--- src/rtl/fluid_mon_pkg.sv ---
// Shared types and helpers for the multi-channel fluid-level supervisor.
package fluid_mon_pkg;

  // Per-channel supervision state with a fixed 2-bit encoding
  typedef enum logic [1:0] {
    ST_OK       = 2'b00,
    ST_PEND_LOW = 2'b01,
    ST_WARN     = 2'b10,
    ST_PEND_OK  = 2'b11
  } ch_state_e;

  // Width of a persistence counter that must hold values 0..persist
  function automatic int cnt_width(input int persist);
    return (persist < 1) ? 1 : $clog2(persist + 1);
  endfunction

  // A channel shows a live warning while warned or still proving recovery
  function automatic logic is_warn_state(input ch_state_e st);
    return (st == ST_WARN) || (st == ST_PEND_OK);
  endfunction

endpackage

--- src/rtl/fluid_level_channel.sv ---
// One supervised fluid channel: threshold compare with hysteresis band,
// persistence filter, live warning and sticky acknowledge-cleared warning.
module fluid_level_channel
  import fluid_mon_pkg::*;
#(
  parameter int DATA_W  = 8,
  parameter int LOW_TH  = 10,
  parameter int HYST    = 3,
  parameter int PERSIST = 4
) (
  input  logic              clock,
  input  logic              reset,
  input  logic              sample_valid,
  input  logic [DATA_W-1:0] level,
  input  logic              ack,
  output logic              warn,
  output logic              warn_latched,
  output logic              latched_next,
  output logic              enter_warn
);

  localparam int CNT_W = cnt_width(PERSIST);

  // Thresholds widened by one bit so LOW_TH+HYST can never wrap
  localparam logic [DATA_W:0]  LOW_TH_C  = (DATA_W + 1)'(LOW_TH);
  localparam logic [DATA_W:0]  HIGH_TH_C = (DATA_W + 1)'(LOW_TH + HYST);
  localparam logic [CNT_W-1:0] PERSIST_C = CNT_W'(PERSIST);
  localparam logic [CNT_W-1:0] ONE_C     = CNT_W'(1);
  localparam logic             SINGLE    = (PERSIST == 1);

  ch_state_e        state_q, state_d;
  logic [CNT_W-1:0] cnt_q, cnt_d;
  logic [CNT_W-1:0] cnt_inc;
  logic             warn_q, warn_d;
  logic             latched_q, latched_d;
  logic             is_low, is_high;
  logic             enter_d;

  // Classify the current sample against the low and recovered thresholds
  always_comb begin
    is_low  = ({1'b0, level} < LOW_TH_C);
    is_high = ({1'b0, level} >= HIGH_TH_C);
    cnt_inc = cnt_q + ONE_C;
  end

  // Next-state, persistence counter, live warning and latch logic
  always_comb begin
    state_d   = state_q;
    cnt_d     = cnt_q;
    if (sample_valid) begin
      case (state_q)
        ST_OK: begin
          if (is_low) begin
            if (SINGLE) begin
              state_d = ST_WARN;
              cnt_d   = '0;
            end else begin
              state_d = ST_PEND_LOW;
              cnt_d   = ONE_C;
            end
          end
        end
        ST_PEND_LOW: begin
          if (is_low) begin
            if (cnt_inc >= PERSIST_C) begin
              state_d = ST_WARN;
              cnt_d   = '0;
            end else begin
              cnt_d = cnt_inc;
            end
          end else begin
            state_d = ST_OK;
            cnt_d   = '0;
          end
        end
        ST_WARN: begin
          if (is_high) begin
            if (SINGLE) begin
              state_d = ST_OK;
              cnt_d   = '0;
            end else begin
              state_d = ST_PEND_OK;
              cnt_d   = ONE_C;
            end
          end
        end
        ST_PEND_OK: begin
          if (is_high) begin
            if (cnt_inc >= PERSIST_C) begin
              state_d = ST_OK;
              cnt_d   = '0;
            end else begin
              cnt_d = cnt_inc;
            end
          end else begin
            state_d = ST_WARN;
            cnt_d   = '0;
          end
        end
        default: begin
          state_d = ST_OK;
          cnt_d   = '0;
        end
      endcase
    end

    enter_d = (state_d == ST_WARN) &&
              ((state_q == ST_OK) || (state_q == ST_PEND_LOW));
    warn_d  = is_warn_state(state_d);

    // Entry sets the latch; ack only clears while the live warning is low
    latched_d = latched_q;
    if (enter_d) begin
      latched_d = 1'b1;
    end else if (ack && !warn_q) begin
      latched_d = 1'b0;
    end
  end

  // Register state, counter and the channel outputs
  always_ff @(posedge clock) begin
    if (reset) begin
      state_q   <= ST_OK;
      cnt_q     <= '0;
      warn_q    <= 1'b0;
      latched_q <= 1'b0;
    end else begin
      state_q   <= state_d;
      cnt_q     <= cnt_d;
      warn_q    <= warn_d;
      latched_q <= latched_d;
    end
  end

  assign warn         = warn_q;
  assign warn_latched = latched_q;
  assign latched_next = latched_d;
  assign enter_warn   = enter_d;

endmodule

--- src/rtl/fluid_level_monitor.sv ---
// Multi-channel fluid-level supervisor: per-channel supervision plus an
// any-channel latched summary and a saturating count of warning entries.
module fluid_level_monitor
  import fluid_mon_pkg::*;
#(
  parameter int NUM_CH  = 4,
  parameter int DATA_W  = 8,
  parameter int LOW_TH  = 10,
  parameter int HYST    = 3,
  parameter int PERSIST = 4,
  parameter int EVT_W   = 8
) (
  input  logic                     clock,
  input  logic                     reset,
  input  logic                     sample_valid,
  input  logic [NUM_CH*DATA_W-1:0] level,
  input  logic [NUM_CH-1:0]        ack,
  output logic [NUM_CH-1:0]        warn,
  output logic [NUM_CH-1:0]        warn_latched,
  output logic                     warn_any,
  output logic [EVT_W-1:0]         event_count
);

  // Reject thresholds that do not fit the sample width and a zero filter
  if (LOW_TH + HYST > (2 ** DATA_W) - 1) begin : g_bad_threshold
    $error("fluid_level_monitor: LOW_TH+HYST exceeds the sample range");
  end
  if (PERSIST < 1) begin : g_bad_persist
    $error("fluid_level_monitor: PERSIST must be at least 1");
  end

  localparam int SUM_W = EVT_W + $clog2(NUM_CH + 1);
  localparam logic [SUM_W-1:0] EVT_MAX_C = {{(SUM_W - EVT_W){1'b0}}, {EVT_W{1'b1}}};

  logic [NUM_CH-1:0] latched_next;
  logic [NUM_CH-1:0] enter_warn;
  logic              warn_any_q, warn_any_d;
  logic [EVT_W-1:0]  event_count_q, event_count_d;
  logic [SUM_W-1:0]  n_enter;
  logic [SUM_W-1:0]  evt_sum;

  for (genvar i = 0; i < NUM_CH; i++) begin : g_ch
    fluid_level_channel #(
      .DATA_W (DATA_W),
      .LOW_TH (LOW_TH),
      .HYST   (HYST),
      .PERSIST(PERSIST)
    ) u_ch (
      .clock       (clock),
      .reset       (reset),
      .sample_valid(sample_valid),
      .level       (level[i*DATA_W +: DATA_W]),
      .ack         (ack[i]),
      .warn        (warn[i]),
      .warn_latched(warn_latched[i]),
      .latched_next(latched_next[i]),
      .enter_warn  (enter_warn[i])
    );
  end

  // Count simultaneous warning entries and add them with saturation
  always_comb begin
    n_enter = '0;
    for (int i = 0; i < NUM_CH; i++) begin
      n_enter = n_enter + SUM_W'(enter_warn[i]);
    end
    evt_sum = SUM_W'(event_count_q) + n_enter;
    if (evt_sum > EVT_MAX_C) begin
      event_count_d = {EVT_W{1'b1}};
    end else begin
      event_count_d = evt_sum[EVT_W-1:0];
    end
    warn_any_d = |latched_next;
  end

  // Register the summary flag and the event counter
  always_ff @(posedge clock) begin
    if (reset) begin
      warn_any_q    <= 1'b0;
      event_count_q <= '0;
    end else begin
      warn_any_q    <= warn_any_d;
      event_count_q <= event_count_d;
    end
  end

  assign warn_any    = warn_any_q;
  assign event_count = event_count_q;

endmodule
--- config.mk ---
export PLATFORM = sky130hd
export DESIGN_NAME = fluid_level_monitor
export DESIGN_NICKNAME = d
export VERILOG_FILES = /design/src/rtl/fluid_mon_pkg.sv /design/src/rtl/fluid_level_channel.sv /design/src/rtl/fluid_level_monitor.sv
export SDC_FILE = /design/constraint.sdc
export NUM_CORES = 1
export LEC_CHECK = 0
export ABC_AREA = 1
export BUFFER_PORTS_ARGS = -buffer_cell sky130_fd_sc_hd__buf_2
export CELL_PAD_IN_SITES_DETAIL_PLACEMENT = 0
export CELL_PAD_IN_SITES_GLOBAL_PLACEMENT = 1
export CORE_AREA = 4 4 81 83
export DETAILED_ROUTE_END_ITERATION = 10
export DIE_AREA = 0 0 85 87
export PLACE_DENSITY = 0.92
export SYNTH_ARGS = -nofsm -noshare
export SYNTH_HDL_FRONTEND = slang
export SYNTH_SLANG_ARGS = --single-unit
--- constraint.sdc ---
create_clock -name clock -period 6.3 [get_ports clock]
set_input_delay 0.63 -clock clock [delete_from_list [all_inputs] [get_ports clock]]
set_output_delay 0.63 -clock clock [all_outputs]
set_load 0.005 [all_outputs]
# [After elaboration in Yosys (flattened, before gate mapping)]
# Index checks and enable logic that the tools add are counted.
[totals] reg_bits=37 out_inout_bits=17 word_cells=161 in_bits=39
[classes] mux=65 n_lt_le_gt_ge=13 addsub=8 eq_ne=28 n_reduce_logical=29
[op_table] operator="$mux W3" count=20
[op_table] operator="$mux W2" count=28
[op_table] operator="$pmux W3 S4" count=4
[op_table] operator="$eq A2 B2 Y1 const B" count=16
[op_table] operator="$ge A8 B4 Y1 const B" count=4
[op_table] operator="$lt A8 B4 Y1 const B" count=4
[op_table] operator="$pmux W2 S4" count=4
[op_table] operator="$ne A2 B1 Y1 const B" count=8
[op_table] operator="$add A3 B1 Y3 const B" count=4
[op_table] operator="$ge A3 B3 Y1 const B" count=4
[op_table] operator="$reduce_and A3 Y1" count=4
[op_table] operator="$add A8 B4 Y9" count=1
[op_table] operator="$gt A9 B8 Y1 const B" count=1
[op_table] operator="$eq A2 B1 Y1 const B" count=4
[op_table] operator="$logic_and A1 B1 Y1" count=8
[op_table] operator="$logic_not A2 Y1" count=4
[op_table] operator="$logic_or A1 B1 Y1" count=8
[op_table] operator="$mux W1" count=8
[op_table] operator="$mux W8" count=1
[op_table] operator="$add A3 B1 Y4" count=1
[op_table] operator="$logic_not A1 Y1" count=4
[op_table] operator="$reduce_or A4 Y1" count=1
[op_table] operator="$add A2 B1 Y3" count=1
[op_table] operator="$add A1 B1 Y2" count=1

# [Longest topological paths before layout]
# Gate-level depths: netlist (run 1).
[logic_depth] ltp_word=14 ltp_mapped=17 mapped_depth_nobuf=17

# [Hierarchy]
# A second synthesis (run 1) with hierarchy kept.
[unflattened] cells_unflattened=449 area_unflattened_um2=2882.8
[by_module_without_submodules] module="fluid_level_channel" n_inst=4 area_per_inst_um2=593.1 cells_each=96 seq_area_each_um2=140.1
[by_module_without_submodules] module="fluid_level_monitor" n_inst=1 area_per_inst_um2=510.5 cells_each=65 seq_area_each_um2=180.2

# [Worst setup path after synthesis (run 1)]
# OpenSTA, ideal clock, no wires.
[synth_timing] kind="input to register" start="input port level[6]" end="register event_count_q[5] (netlist: event_count[5])" setup_time_ps=132 n_path_buf=0 path_stages=15 slack_ps=3096 required_ps=6168 t_arrival_ps=3071 cell_sequence="inv_1 -> nand2_1 -> nor2_2 -> nand2_2 -> nor2_2 -> nand4_1 -> fa_1 -> inv_1 -> fa_1 -> fa_1 -> nand3_1 -> nor3_2 -> and2_1 -> nand2_2 -> a21oi_1"
[synth_between] elab_chain_cells=12 word_cells_on_any_way=16 cone_classes="4 x add/sub; 3 x order compare; 1 x eq/ne; 7 x mux; 1 x reduce/logical"
[synth_rtl] element="start, declared" line="fluid_level_monitor.sv:16" text="input logic [NUM_CH*DATA_W-1:0] level,"
[synth_rtl] element="$ge A8 B4 Y1 or $lt A8 B4 Y1 (tied branches)" line="fluid_level_channel.sv:42, fluid_level_channel.sv:41"
[synth_rtl] element="$mux W2, on equally long branches"
[synth_rtl] element="$pmux W2 S4 (*)" line="fluid_level_channel.sv:51" text="case (state_q)"
[synth_rtl] element="$mux W2 (*)" line="fluid_level_channel.sv:50" text="if (sample_valid) begin"
[synth_rtl] element="$eq A2 B2 Y1 (*)" line="fluid_level_channel.sv:107" text="enter_d = (state_d == ST_WARN) &&"
[synth_rtl] element="$logic_and A1 B1 Y1 (*)" line="fluid_level_channel.sv:107"
[synth_rtl] element="$add A1 B1 Y2 (*)" line="fluid_level_monitor.sv:65" text="n_enter = n_enter + SUM_W'(enter_warn[i]);"
[synth_rtl] element="$add A2 B1 Y3 (*)" line="fluid_level_monitor.sv:65"
[synth_rtl] element="$add A3 B1 Y4 (*)" line="fluid_level_monitor.sv:65"
[synth_rtl] element="$add A8 B4 Y9 (*)" line="fluid_level_monitor.sv:67" text="evt_sum = SUM_W'(event_count_q) + n_enter;"
[synth_rtl] element="$gt A9 B8 Y1" line="fluid_level_monitor.sv:68" text="if (evt_sum > EVT_MAX_C) begin"
[synth_rtl] element="$mux W8 (*)" line="fluid_level_monitor.sv:68"
[synth_rtl] element="end signal, assigned" line="fluid_level_monitor.sv:83" text="event_count_q <= event_count_d;"
[synth_rtl] element="end, declared" line="fluid_level_monitor.sv:38" text="logic [EVT_W-1:0] event_count_q, event_count_d;"
# Every way passes the cells marked *; elsewhere a longest branch is shown, timed or not.
# A chain may end at the register's enable or synchronous reset.

# [Worst setup path after layout (run 1)]
[layout_timing] start="register g_ch[0].u_ch.cnt_q[0]" end="register event_count_q[2] (netlist: event_count[2])"
[layout_between] elab_chain_cells=14 word_cells_on_any_way=16 cone_classes="5 x add/sub; 2 x order compare; 1 x eq/ne; 7 x mux; 1 x reduce/logical"
[layout_rtl] element="start, declared" line="fluid_level_channel.sv:32" text="logic [CNT_W-1:0] cnt_q, cnt_d;"
[layout_rtl] element="start signal, assigned" line="fluid_level_channel.sv:129" text="cnt_q <= cnt_d;"
[layout_rtl] element="$add A3 B1 Y3 (*)" line="fluid_level_channel.sv:43" text="cnt_inc = cnt_q + ONE_C;"
[layout_rtl] element="$ge A3 B3 Y1 (*)" line="fluid_level_channel.sv:65, fluid_level_channel.sv:89"
[layout_rtl] element="$mux W2, on equally long branches" line="fluid_level_channel.sv:89, fluid_level_channel.sv:65"
[layout_rtl] element="$mux W2, on equally long branches" line="fluid_level_channel.sv:88, fluid_level_channel.sv:64"
[layout_rtl] element="$pmux W2 S4 (*)" line="fluid_level_channel.sv:51"
[layout_rtl] element="$mux W2 (*)" line="fluid_level_channel.sv:50"
[layout_rtl] element="$eq A2 B2 Y1 (*)" line="fluid_level_channel.sv:107"
[layout_rtl] element="$logic_and A1 B1 Y1 (*)" line="fluid_level_channel.sv:107"
[layout_rtl] element="$add A1 B1 Y2 (*)" line="fluid_level_monitor.sv:65"
[layout_rtl] element="$add A2 B1 Y3 (*)" line="fluid_level_monitor.sv:65"
[layout_rtl] element="$add A3 B1 Y4 (*)" line="fluid_level_monitor.sv:65"
[layout_rtl] element="$add A8 B4 Y9 (*)" line="fluid_level_monitor.sv:67"
[layout_rtl] element="$gt A9 B8 Y1" line="fluid_level_monitor.sv:68"
[layout_rtl] element="$mux W8 (*)" line="fluid_level_monitor.sv:68"
# Marked as above.

==> results of run 1 <==
worst max-delay path, stage by stage (launching register included):
cell and delay, ps:
dfxtp_1 330, ha_1 210, inv_1 50, nand2_1 40
nand2_1 120, nor2_1 70, nor2_2 130, nand4_1 170
fa_1 550, inv_1 50, fa_1 450, fa_1 410
nand3_1 140, nor3_2 60, and2_1 150, nand2_2 120
a21oi_1 80
cells in the mapped netlist, types with 4 or more instances:
cell type / instances / area (sq um)
nor2_2: 10 / 62.6
o2111ai_1: 5 / 43.8
o21ai_1: 10 / 50.1
inv_1: 48 / 180
dfxtp_1: 37 / 741
inv_2: 9 / 33.8
nand2_1: 67 / 251
o21ai_0: 9 / 45.0
nand2_2: 6 / 37.5
nand4_1: 5 / 31.3
o21ai_2: 5 / 43.8
a21oi_1: 29 / 145
ha_1: 5 / 62.6
nor2_1: 36 / 135
buf_4: 9 / 67.6
clkbuf_1: 4 / 15.0
nand3_1: 13 / 65.1
through the flow:
stage | utilization | cells | setup slack (ps) | area [sq um]
final | 0.450 | 455 | 3040 | 2630
after global routing | 0.450 | 455 | 2740 | 2630
after CTS | 0.450 | 455 | 3020 | 2630
after detailed placement | 0.435 | 448 | 2780 | 2550
after global placement | 0.435 | 448 | 2810 | 2550
after floorplan | - | 332 | 3100 | 2260
cells in the final DEF (no fill, tap or decap), types with 6 or more instances in the layout:
cell type / netlist / final
dfxtp_1: 37 / 37
nand2_2: 6 / 6
inv_2: 9 / 9
buf_2: 1 / 55
nand2_1: 67 / 67
inv_1: 48 / 48
nand3_1: 13 / 13
clkbuf_8: 0 / 6
a21oi_1: 29 / 29
o21ai_1: 10 / 10
nor2_2: 10 / 10
nor2_1: 36 / 36
o21ai_0: 9 / 9
state kept, by name, summed over array words and instances, names as in the netlist:
register	flops
g_ch.u_ch.cnt_q	12
event_count	8
g_ch.u_ch.state_q	8
g_ch.u_ch.warn	4
g_ch.u_ch.warn_latched	4
warn_any	1
per-layer routing:
layer	track usage	vias to the layer above	routed length (um)
met4	0.0518	0	74
li1	-	1145	-
met2	0.213	47	1950
met1	0.161	911	2220
met5	0	-	0
met3	0.0208	6	232
final cells by class:
| cell class | instances | area [sq um] |
|---|---|---|
| fill | 603 | 3220 |
| sequential | 37 | 741 |
| inverter | 57 | 214 |
| multi-input combinational | 224 | 1220 |
| clock buffer | 7 | 86.3 |
| timing repair buffer | 55 | 275 |
| tap | 75 | 93.8 |
path summary, 6_finish.rpt:
check                                            from               endpoint  slack (ps)  cells after the start
worst max register to register  g_ch[0].u_ch.cnt_q[0]         event_count[2]        3040                     16
worst min register to register  g_ch[2].u_ch.cnt_q[2]  g_ch[2].u_ch.cnt_q[2]         450                      2
worst min-delay path            g_ch[2].u_ch.cnt_q[2]  g_ch[2].u_ch.cnt_q[2]         450                      2
worst max-delay path            g_ch[0].u_ch.cnt_q[0]         event_count[2]        3040                     16
power breakdown:
part	internal (mW)	switching (mW)
logic	0.0271	0.0377
clock network	0.0867	0.0754
registers	0.242	0.00788
total	0.356	0.121
logic make-up (layout without fill, tap and decap cells):
| group | Yosys count | count (layout) | share of synthesized area |
|---|---|---|---|
| compound gates | 64 | 64 | 0.168 |
| xor+xnor | 6 | 6 | 0.0265 |
| fa+ha+maj | 8 | 8 | 0.0541 |
| buf+inv | 71 | 119 | 0.133 |
| flops | 37 | 37 | 0.327 |
| simple gates | 146 | 146 | 0.291 |
==> results.md, run 1 <==
- Status: finished, final reports clean
- Tot GR Track Use: 0.127
- Detailed-route via count: 2,109
- Clock sinks: 37
- Area growth from synthesis to layout: 16.2%
- Number of max-cap violations: 0
- Die footprint: around 7400 sq um
- Yosys cell types: 33
- Worst EP arrival: 3400 ps
- Max Freq: 0.306 GHz
- TritonCTS Buffers: 5
- Final hold viol count: 0
- Placer Congestion: 0.816
- First-pass GRT wire length: 7.86 mm
- Largest net degree at the start of global routing: 33
- Max Root-Sink Buffers: 2
- Total power: 0.477 mW
- Starting density of the core: 0.387
- Worst-path clk slew: roughly 70 ps
- Leak: around 1.2 nW
- Die W: between 80 and 90 um
- Drt via density: 4.64
- Layout cells sized above 1: 0.261
- Max Slew Vio Count: 0
- Mapped Cells: 332
- Max H-tree Level: 2
- I/O pin cnt: 56
- CP startpoint kind: flop
- Vias in the first global route: roughly 1,900
- Post-synthesis async set-or-reset flop share: 0
- DRC: 0
- Worst-Skew Late Latency: between 200 and 300 ps
- Hpwl dp: 3.57 mm
- Setup bufs post-CTS: 0
- Root Driver: clkbuf_8
- Core area: 5850 sq um
- Post-synthesis sequential area ratio: 0.327
- Critical Path Sink Type: flop
- Avg Inst Size Synth: 6.82 sq um
- DRT Wirelength: 4.48 mm
- Initial DRC count: 67
- Post-CTS Resized: 0
- Skew final: 9.98 ps
- Post-route setup TNS: 0 ps
- Final period utilization: 0.518
- CTS tree: built
- Synth warn: 0
- Hold Slack: 446 ps
- Worst hold path type: reg2reg
- Hold buffers post-CTS: 0
- # diodes: 0
- Syn Nets: 379
- Period minus WS final: roughly 3300 ps
- Antenna-violating nets left: 0
- Worst Max-Slew Pin Slew: 601 ps
- Synth Cell Area: 2260 sq um
- Drt pass-1 iters: 4
- Slew headroom: 0.600
- FF+latch count, synth: 37
- Number of synthesized flops with an enable pin: 0
- Global route overflow: 0
- Net count, final: 427
- CP Class: reg2reg
- VDD IR max: roughly 0.0001 V
- Setup-failing EPs final: 0
- PD cells: 181 nW/um^2
- Data required, critical path: about 6400 ps
- # rows: 28
- Main synth FF type: dfxtp_1
- Initial antenna violation count: 0
- DR WL/cell: 9.84 um
- Port bufs: 55
- RSZ-0062 raised after global routing: no
- Die H: 87 um
- Worst Path Max Fanout: 6
Power figures use the tool's default switching activity.
==> run 2, diff against run 1 <==
Settings changed: ABC_AREA 1 to 0, CORE_AREA 4 4 81 83 to 4 4 78 80, DIE_AREA 0 0 85 87 to 0 0 82 84, PLACE_DENSITY 0.92 to 0.88.
Clock period 6.3 ns to 3.23 ns, I/O delays scaled along.
==> results.md, run 2 <==
- Layout cells sized above 1: 0.276 (was 0.261)
- Tot GR Track Use: 0.146 (was 0.127)
- Initial DRC count: 78 (was 67)
- Commonest non-fill, non-tap cell in the layout: buf_2 (was nand2_1)
- Period minus WS final: 3050 ps (was 3260 ps)
- Main synth FF type: dfxtp_1 (unchanged)
- Final std cells w/o fill: 362 (was 455)
- Vias in the first global route: 1,829 (was 1,932)
- R2R depth: 10 (was 16)
- Max Freq: 0.328 GHz (was 0.306 GHz)
- DRT Wirelength: 4.80 mm (was 4.48 mm)
- R2r endpoint: event_count[4] (was event_count[2])
- Root Driver: clkbuf_8 (unchanged)
- Post-synthesis async set-or-reset flop share: 0 (unchanged)
- Post-synthesis sequential area ratio: 0.370 (was 0.327)
- Drt pass-1 iters: 5 (was 4)
- R2r setup slk: 180 ps (was 3040 ps)
- Total power: 0.941 mW (was 0.477 mW)
- Largest net degree at the start of global routing: 34 (was 33)
- # rows: 27 (was 28)
- Number of synthesized flops with an enable pin: 0 (unchanged)
- Post-CTS Resized: 0 (unchanged)
- Max reg flops: 12 (unchanged)
- Mapped Cells: 235 (was 332)
- Crit. Startpoint: g_ch[2].u_ch.cnt_q[0] (was g_ch[0].u_ch.cnt_q[0])
- Final hold viol count: 0 (unchanged)
- Setup bufs post-CTS: 0 (unchanged)
- DR WL/cell: 13.2 um (was 9.84 um)
- Most common cell in the synthesized netlist: dfxtp_1 (was nand2_1)
- Final worst slack: 184 ps (was 3040 ps)
- I/O pin cnt: 56 (unchanged)
- Detailed-route via count: 1,920 (was 2,109)
- Yosys cell types: 48 (was 33)
- Avg Inst Size Synth: 8.52 sq um (was 6.82 sq um)
- Worst EP arrival: 3200 ps (was 3400 ps)
- Synth top cells by count: dfxtp_1 (37), nand2_1 (19), a21oi_1 (16) (was nand2_1 (67), inv_1 (48), dfxtp_1 (37))
- Max H-tree Level: 2 (unchanged)
- Final period utilization: 0.943 (was 0.518)
- Worst min-delay path endpoint: g_ch[1].u_ch.cnt_q[1] (was g_ch[2].u_ch.cnt_q[2])
- Starting density of the core: 0.371 (was 0.387)
- Drt via density: 5.30 (was 4.64)
- Worst hold path type: in2reg (was reg2reg)
- Die footprint: 6890 sq um (was 7400 sq um)
- Hold_sp: level[12] (was g_ch[2].u_ch.cnt_q[2])
- Most frequent cells in the layout: buf_2 (55), dfxtp_1 (37), nand2_1 (19) (was nand2_1 (67), buf_2 (55), inv_1 (48))
- RSZ-0062 raised after global routing: no (unchanged)
- Synth Cell Area: 2000 sq um (was 2260 sq um)
- Leak: 1.07 nW (was 1.22 nW)
- Die W: 82 um (was 85 um)
- Global route overflow: 0 (unchanged)
- Critical Path Sink Type: flop (unchanged)
- Initial antenna violation count: 0 (unchanged)
- Status: finished, final reports clean (unchanged)
- Antenna-violating nets left: 0 (unchanged)
- Placer Congestion: 0.776 (was 0.816)
- Area leader, netlist: dfxtp_1 (unchanged)
- Max Slew Vio Count: 0 (unchanged)
- FF+latch count, synth: 37 (unchanged)
- Top cells by area, synth: dfxtp_1 (37%), a21oi_1 (4.0%), nand2_1 (3.6%), ha_1 (3.1%), xor2_1 (3.1%) (was dfxtp_1 (33%), nand2_1 (11%), inv_1 (8.0%), a21oi_1 (6.4%), nor2_1 (6.0%))
- CTS tree: built (unchanged)
- Area growth from synthesis to layout: 23.7% (was 16.2%)
- PD cells: 380 nW/um^2 (was 181 nW/um^2)
- Setup-failing EPs final: 0 (unchanged)
- VDD IR max: 0.000124 V (was 0.000101 V)
- # diodes: 0 (unchanged)
- Number of max-cap violations: 0 (unchanged)
- Hold Path Cell Cnt: 4 (was 2)
- Worst-Skew Late Latency: 290 ps (was 280 ps)
- TritonCTS Buffers: 5 (unchanged)
- Hold buffers post-CTS: 0 (unchanged)
- Worst R2R Start: g_ch[2].u_ch.cnt_q[0] (was g_ch[0].u_ch.cnt_q[0])
- First-pass GRT wire length: 8.09 mm (was 7.86 mm)
- Inst Count DP: 354 (was 448)
- Syn Nets: 282 (was 379)
- Worst-path clk slew: 70 ps (about the same)
- Worst Path Max Fanout: 6 (unchanged)
- Synth warn: 0 (unchanged)
- Core area: 5410 sq um (was 5850 sq um)
- Worst Max-Slew Pin Slew: 638 ps (was 601 ps)
- Place WS: -129 ps (was 2780 ps)
- DRC: 0 (unchanged)
- Slew headroom: 0.575 (was 0.600)
- Fill count: 549 (was 603)
- Data required, critical path: 3390 ps (was 6440 ps)
- Post-route setup TNS: 0 ps (unchanged)
- Clock sinks: 37 (unchanged)
- Placed cell area: 2350 sq um (was 2550 sq um)
- Port bufs: 55 (unchanged)
- Max Root-Sink Buffers: 2 (unchanged)
- Share of the synthesized area in the top cell type: 0.370 (was 0.327)
- Net count, final: 336 (was 427)
- CP Class: reg2reg (unchanged)
- CP startpoint kind: flop (unchanged)
- Cell area after layout: 2480 sq um (was 2630 sq um)
- Skew final: 5.18 ps (was 9.98 ps)
- Hpwl dp: 3.66 mm (was 3.57 mm)
- Top reg by flops: g_ch.u_ch.cnt_q (unchanged)
- Die H: 84 um (was 87 um)
==> run 2: changes by cell type after synthesis, sizes merged, moves of 5 or more <==
| cell | before | now |
|---|---|---|
| nor2 | 48 | 15 |
| clkbuf | 4 | 9 |
| nand2 | 73 | 19 |
| o21a | 0 | 7 |
| o22ai | 0 | 6 |
| inv | 57 | 10 |
| a21oi | 31 | 16 |
| nor4 | 0 | 5 |
| o21ai | 24 | 11 |
| nand3 | 14 | 9 |
| nor3 | 4 | 11 |
==> run 2: worst max-delay path, cell delays in order (launching register included) <==
cell and delay, ps:
dfxtp_1 380, ha_1 210, xor2_2 170, or4b_4 490, fa_1 490, inv_1 60
fa_2 390, fa_2 400, nand3_1 100, xor2_1 150, a21oi_1 80
==> run 2: worst max path at each step <==
stage | end | cells after the start | slack (ps)
after floorplan | event_count[4] | 9 | 10
after global placement | event_count[4] | 10 | -100
after detailed placement | event_count[0] | 9 | -130
after CTS | event_count[0] | 9 | 140
after global routing | event_count[4] | 10 | 30
final | event_count[4] | 10 | 180
==> run 2: power by group <==
part	total, mW	switching (mW)	internal [mW]
clock	0.419	0.168	0.251
combinational	0.0642	0.0356	0.0286
sequential	0.458	0.00130	0.457
total	0.941	0.205	0.736
==> run 2: area by class of cell <==
class                           count  area, sq um  area share
Inverter                           11         41.3      0.0167
Clock inverter                      2         37.5      0.0151
Multi-Input combinational cell    169         1140       0.458
Sequential cell                    37          741       0.299
Tap cell                           72         90.1      0.0363
Clock buffer                        6         82.6      0.0333
Timing Repair Buffer               65          350       0.141
==> run 2: cell families (layout without fill, tap and decap cells) <==
logic type	count (synthesis)	count (layout)	synth area share
and+or+nand+nor	85	85	0.229
AOI/OAI and AO/OA	68	68	0.236
DFF	37	37	0.370
buffers and inverters	29	84	0.0693
adders and majority gates	8	8	0.0612
xor gates and xnor gates	8	8	0.0350
==> run 2: layer usage <==
layer / share of wire / up-vias / wire length, um / GRT usage
li1: - / 958 / - / -
met1: 0.47 / 899 / 2250 / 0.197
met2: 0.45 / 56 / 2150 / 0.223
met3: 0.066 / 7 / 316 / 0.0270
met4: 0.015 / 0 / 74 / 0.0650
met5: 0 / - / 0 / 0
==> run 2: stage by stage <==
stage                util  hold WS (ps)
floorplan               -           439
global placement    0.435           446
detailed placement  0.435           451
CTS                 0.457           381
global route        0.459           415
finish              0.459           389
==> run 3, diff against run 2 <==
Settings changed: SYNTH_HIERARCHICAL from default to 1.
==> results.md, run 3 <==
- TritonCTS Buffers: 5 (unchanged)
- First-pass GRT wire length: 7.47 mm (was 8.09 mm)
- Max Freq: 0.331 GHz (was 0.328 GHz)
- Total power: 0.939 mW (was 0.941 mW)
- Status: finished, final reports clean (unchanged)
- Hold Slack: 427 ps (was 389 ps)
- DRT Wirelength: 4.28 mm (was 4.80 mm)
- Commonest non-fill, non-tap cell in the layout: buf_2 (unchanged)
- Drt via density: 4.98 (was 5.30)
- Synth warn: 6 (was 0)
- Worst Max-Slew Pin Slew: 876 ps (was 638 ps)
- Die H: 84 um (unchanged)
- Syn Nets: 264 (was 282)
- Initial antenna violation count: 0 (unchanged)
- Period minus WS final: 3020 ps (was 3050 ps)
- Max Slew Vio Count: 0 (unchanged)
- Final worst slack: 209 ps (was 184 ps)
- Number of synthesized flops with an enable pin: 0 (unchanged)
- Share of the synthesized area in the top cell type: 0.361 (was 0.370)
- Skew final: 3.85 ps (was 5.18 ps)
- Vias in the first global route: 1,750 (was 1,829)
- Layout cells sized above 1: 0.405 (was 0.276)
- Tot GR Track Use: 0.135 (was 0.146)
- Reg area: 742 sq um (was 741 sq um)
- Setup-failing EPs final: 0 (unchanged)
- Max H-tree Level: 2 (unchanged)
- I/O pin cnt: 56 (unchanged)
- Post-synthesis sequential area ratio: 0.361 (was 0.370)
- Top reg by flops: g_ch.u_ch/cnt_q (was g_ch.u_ch.cnt_q)
- Most frequent cells in the layout: buf_2 (55), dfxtp_1 (36), inv_1 (25) (was buf_2 (55), dfxtp_1 (37), nand2_1 (19))
- Worst-path clk slew: 70 ps (about the same)
- Most common cell in the synthesized netlist: dfxtp_1 (unchanged)
- Worst-Skew Late Latency: 290 ps (about the same)
- CP startpoint kind: flop (unchanged)
- Port bufs: 55 (unchanged)
- Data required, critical path: 3440 ps (was 3390 ps)
- # diodes: 0 (unchanged)
- Leak: 1.14 nW (was 1.07 nW)
- Slew headroom: 0.416 (was 0.575)
- Clock sinks: 37 (unchanged)
- FF+latch count, synth: 37 (unchanged)
- Cell area after layout: 2580 sq um (was 2480 sq um)
- Largest net degree at the start of global routing: 46 (was 34)
- Worst EP arrival: 3240 ps (was 3200 ps)
- Max reg flops: 12 (unchanged)
- Placed cell area: 2420 sq um (was 2350 sq um)
- Place WS: 18.8 ps (was -129 ps)
- Antenna-violating nets left: 0 (unchanged)
- Post-synthesis async set-or-reset flop share: 0 (unchanged)
- Worst Path Max Fanout: 4 (was 6)
- Top cells by area, synth: dfxtp_1 (36%), inv_1 (4.6%), a21oi_1 (4.4%), o21ai_0 (4.4%), nor4_4 (4.1%) (was dfxtp_1 (37%), a21oi_1 (4.0%), nand2_1 (3.6%), ha_1 (3.1%), xor2_1 (3.1%))
- DRC: 0 (unchanged)
- Starting density of the core: 0.380 (was 0.371)
- Synth top cells by count: dfxtp_1 (37), inv_1 (25), a21oi_1 (18), o21ai_0 (18), nand2_1 (12) (was dfxtp_1 (37), nand2_1 (19), a21oi_1 (16))
- Number of max-cap violations: 0 (unchanged)
- Area leader, netlist: dfxtp_1 (unchanged)
- Area growth from synthesis to layout: 25.4% (was 23.7%)
- CP Class: reg2reg (unchanged)
- DR WL/cell: 12.2 um (was 13.2 um)
- Initial DRC count: 56 (was 78)
- Fill count: 524 (was 549)
- Final period utilization: 0.935 (was 0.943)
- Core area: 5410 sq um (unchanged)
- CTS tree: built (unchanged)
- Placer Congestion: 0.757 (was 0.776)
- Die W: 82 um (unchanged)
- Critical Path Sink Type: flop (unchanged)
- RSZ-0062 raised after global routing: no (unchanged)
- Root Driver: clkbuf_8 (unchanged)
- Area of the multi-input gates: 1230 sq um (was 1140 sq um)
- VDD IR max: 0.000209 V (was 0.000124 V)
- Mapped Cells: 217 (was 235)
- Final hold viol count: 0 (unchanged)
- Post-route setup TNS: 0 ps (unchanged)
- Synth Cell Area: 2050 sq um (was 2000 sq um)
- Detailed-route via count: 1,749 (was 1,920)
- Yosys cell types: 37 (was 48)
- R2r setup slk: 210 ps (was 180 ps)
- # rows: 27 (unchanged)
- Worst hold path type: in2reg (unchanged)
- Hpwl dp: 3.24 mm (was 3.66 mm)
- Die footprint: 6890 sq um (unchanged)
- Net count, final: 325 (was 336)
- Avg Inst Size Synth: 9.47 sq um (was 8.52 sq um)
- Global route overflow: 0 (unchanged)
- Drt pass-1 iters: 4 (was 5)
- Hold buffers post-CTS: 0 (unchanged)
- PD cells: 364 nW/um^2 (was 380 nW/um^2)
- Max Root-Sink Buffers: 2 (unchanged)
- Main synth FF type: dfxtp_1 (unchanged)
==> run 3: cell count changes in the layout (fill, tap and decap cells not counted), moves of 6 or more <==
cell,before,now
nand2_1,19,12
nor3_1,11,1
buf_4,10,4
o21a_1,7,0
inv_1,10,25
o21ai_0,11,18
==> run 3: cell families after synthesis <==
group,share of synthesized area
compound gates,0.239
xor+xnor,0.0298
flops,0.361
buf+inv,0.0548
fa+ha+maj,0.0597
simple gates,0.256
==> run 3: timing repair <==
action | in CTS | in global routing
endpoints found under the setup margin | 1 | 8
buffers inserted | 0 | 1
pin swaps | 0 | 1
resized for setup | 1 | 6
==> run 3: where the power goes <==
| part | switching, mW | internal, mW | leakage [nW] |
|---|---|---|---|
| clock network | 0.164 | 0.252 | 0.0585 |
| logic | 0.0369 | 0.0281 | 0.780 |
| registers | 0.00120 | 0.457 | 0.298 |
==> run 3: worst paths after layout <==
path                         start                   endpoint  cells after the start
max          g_ch[2].u_ch/cnt_q[0]             event_count[6]                     13
min                         ack[2]  g_ch[2].u_ch/warn_latched                      4
max reg2reg  g_ch[2].u_ch/cnt_q[0]             event_count[6]                     13
min reg2reg  g_ch[2].u_ch/cnt_q[1]      g_ch[2].u_ch/cnt_q[1]                      2
==> run 3: area by class of cell <==
cell class / instances / area share
tap: 72 / 0.0350
sequential: 37 / 0.288
clock inverter: 1 / 0.0117
clock buffer: 7 / 0.0335
multi-input combinational: 150 / 0.477
inverter: 25 / 0.0364
timing repair buffer: 59 / 0.119
==> run 3: stage by stage <==
step	cells	util
CTS	350	0.471
global placement	342	0.448
detailed placement	342	0.448
finish	351	0.477
global route	351	0.477
floorplan	217	-
==> run 3: per-layer routing <==
| metal | up-vias | global-route usage | part of all wire |
|---|---|---|---|
| li1 | 900 | - | - |
| met1 | 808 | 0.166 | 0.45 |
| met2 | 36 | 0.224 | 0.48 |
| met3 | 5 | 0.0410 | 0.053 |
| met4 | 0 | 0.0363 | 0.011 |
| met5 | - | 0 | 0 |
==> run 3: critical path, stage by stage, from the launching register on <==
cell,delay (ps)
dfxtp_1,380
ha_1,200
xor2_2,170
nand3_1,130
or3_4,360
inv_1,70
fa_1,410
inv_1,80
fa_2,220
inv_1,60
fa_2,360
and4_4,180
and4b_1,170
nor3_1,150
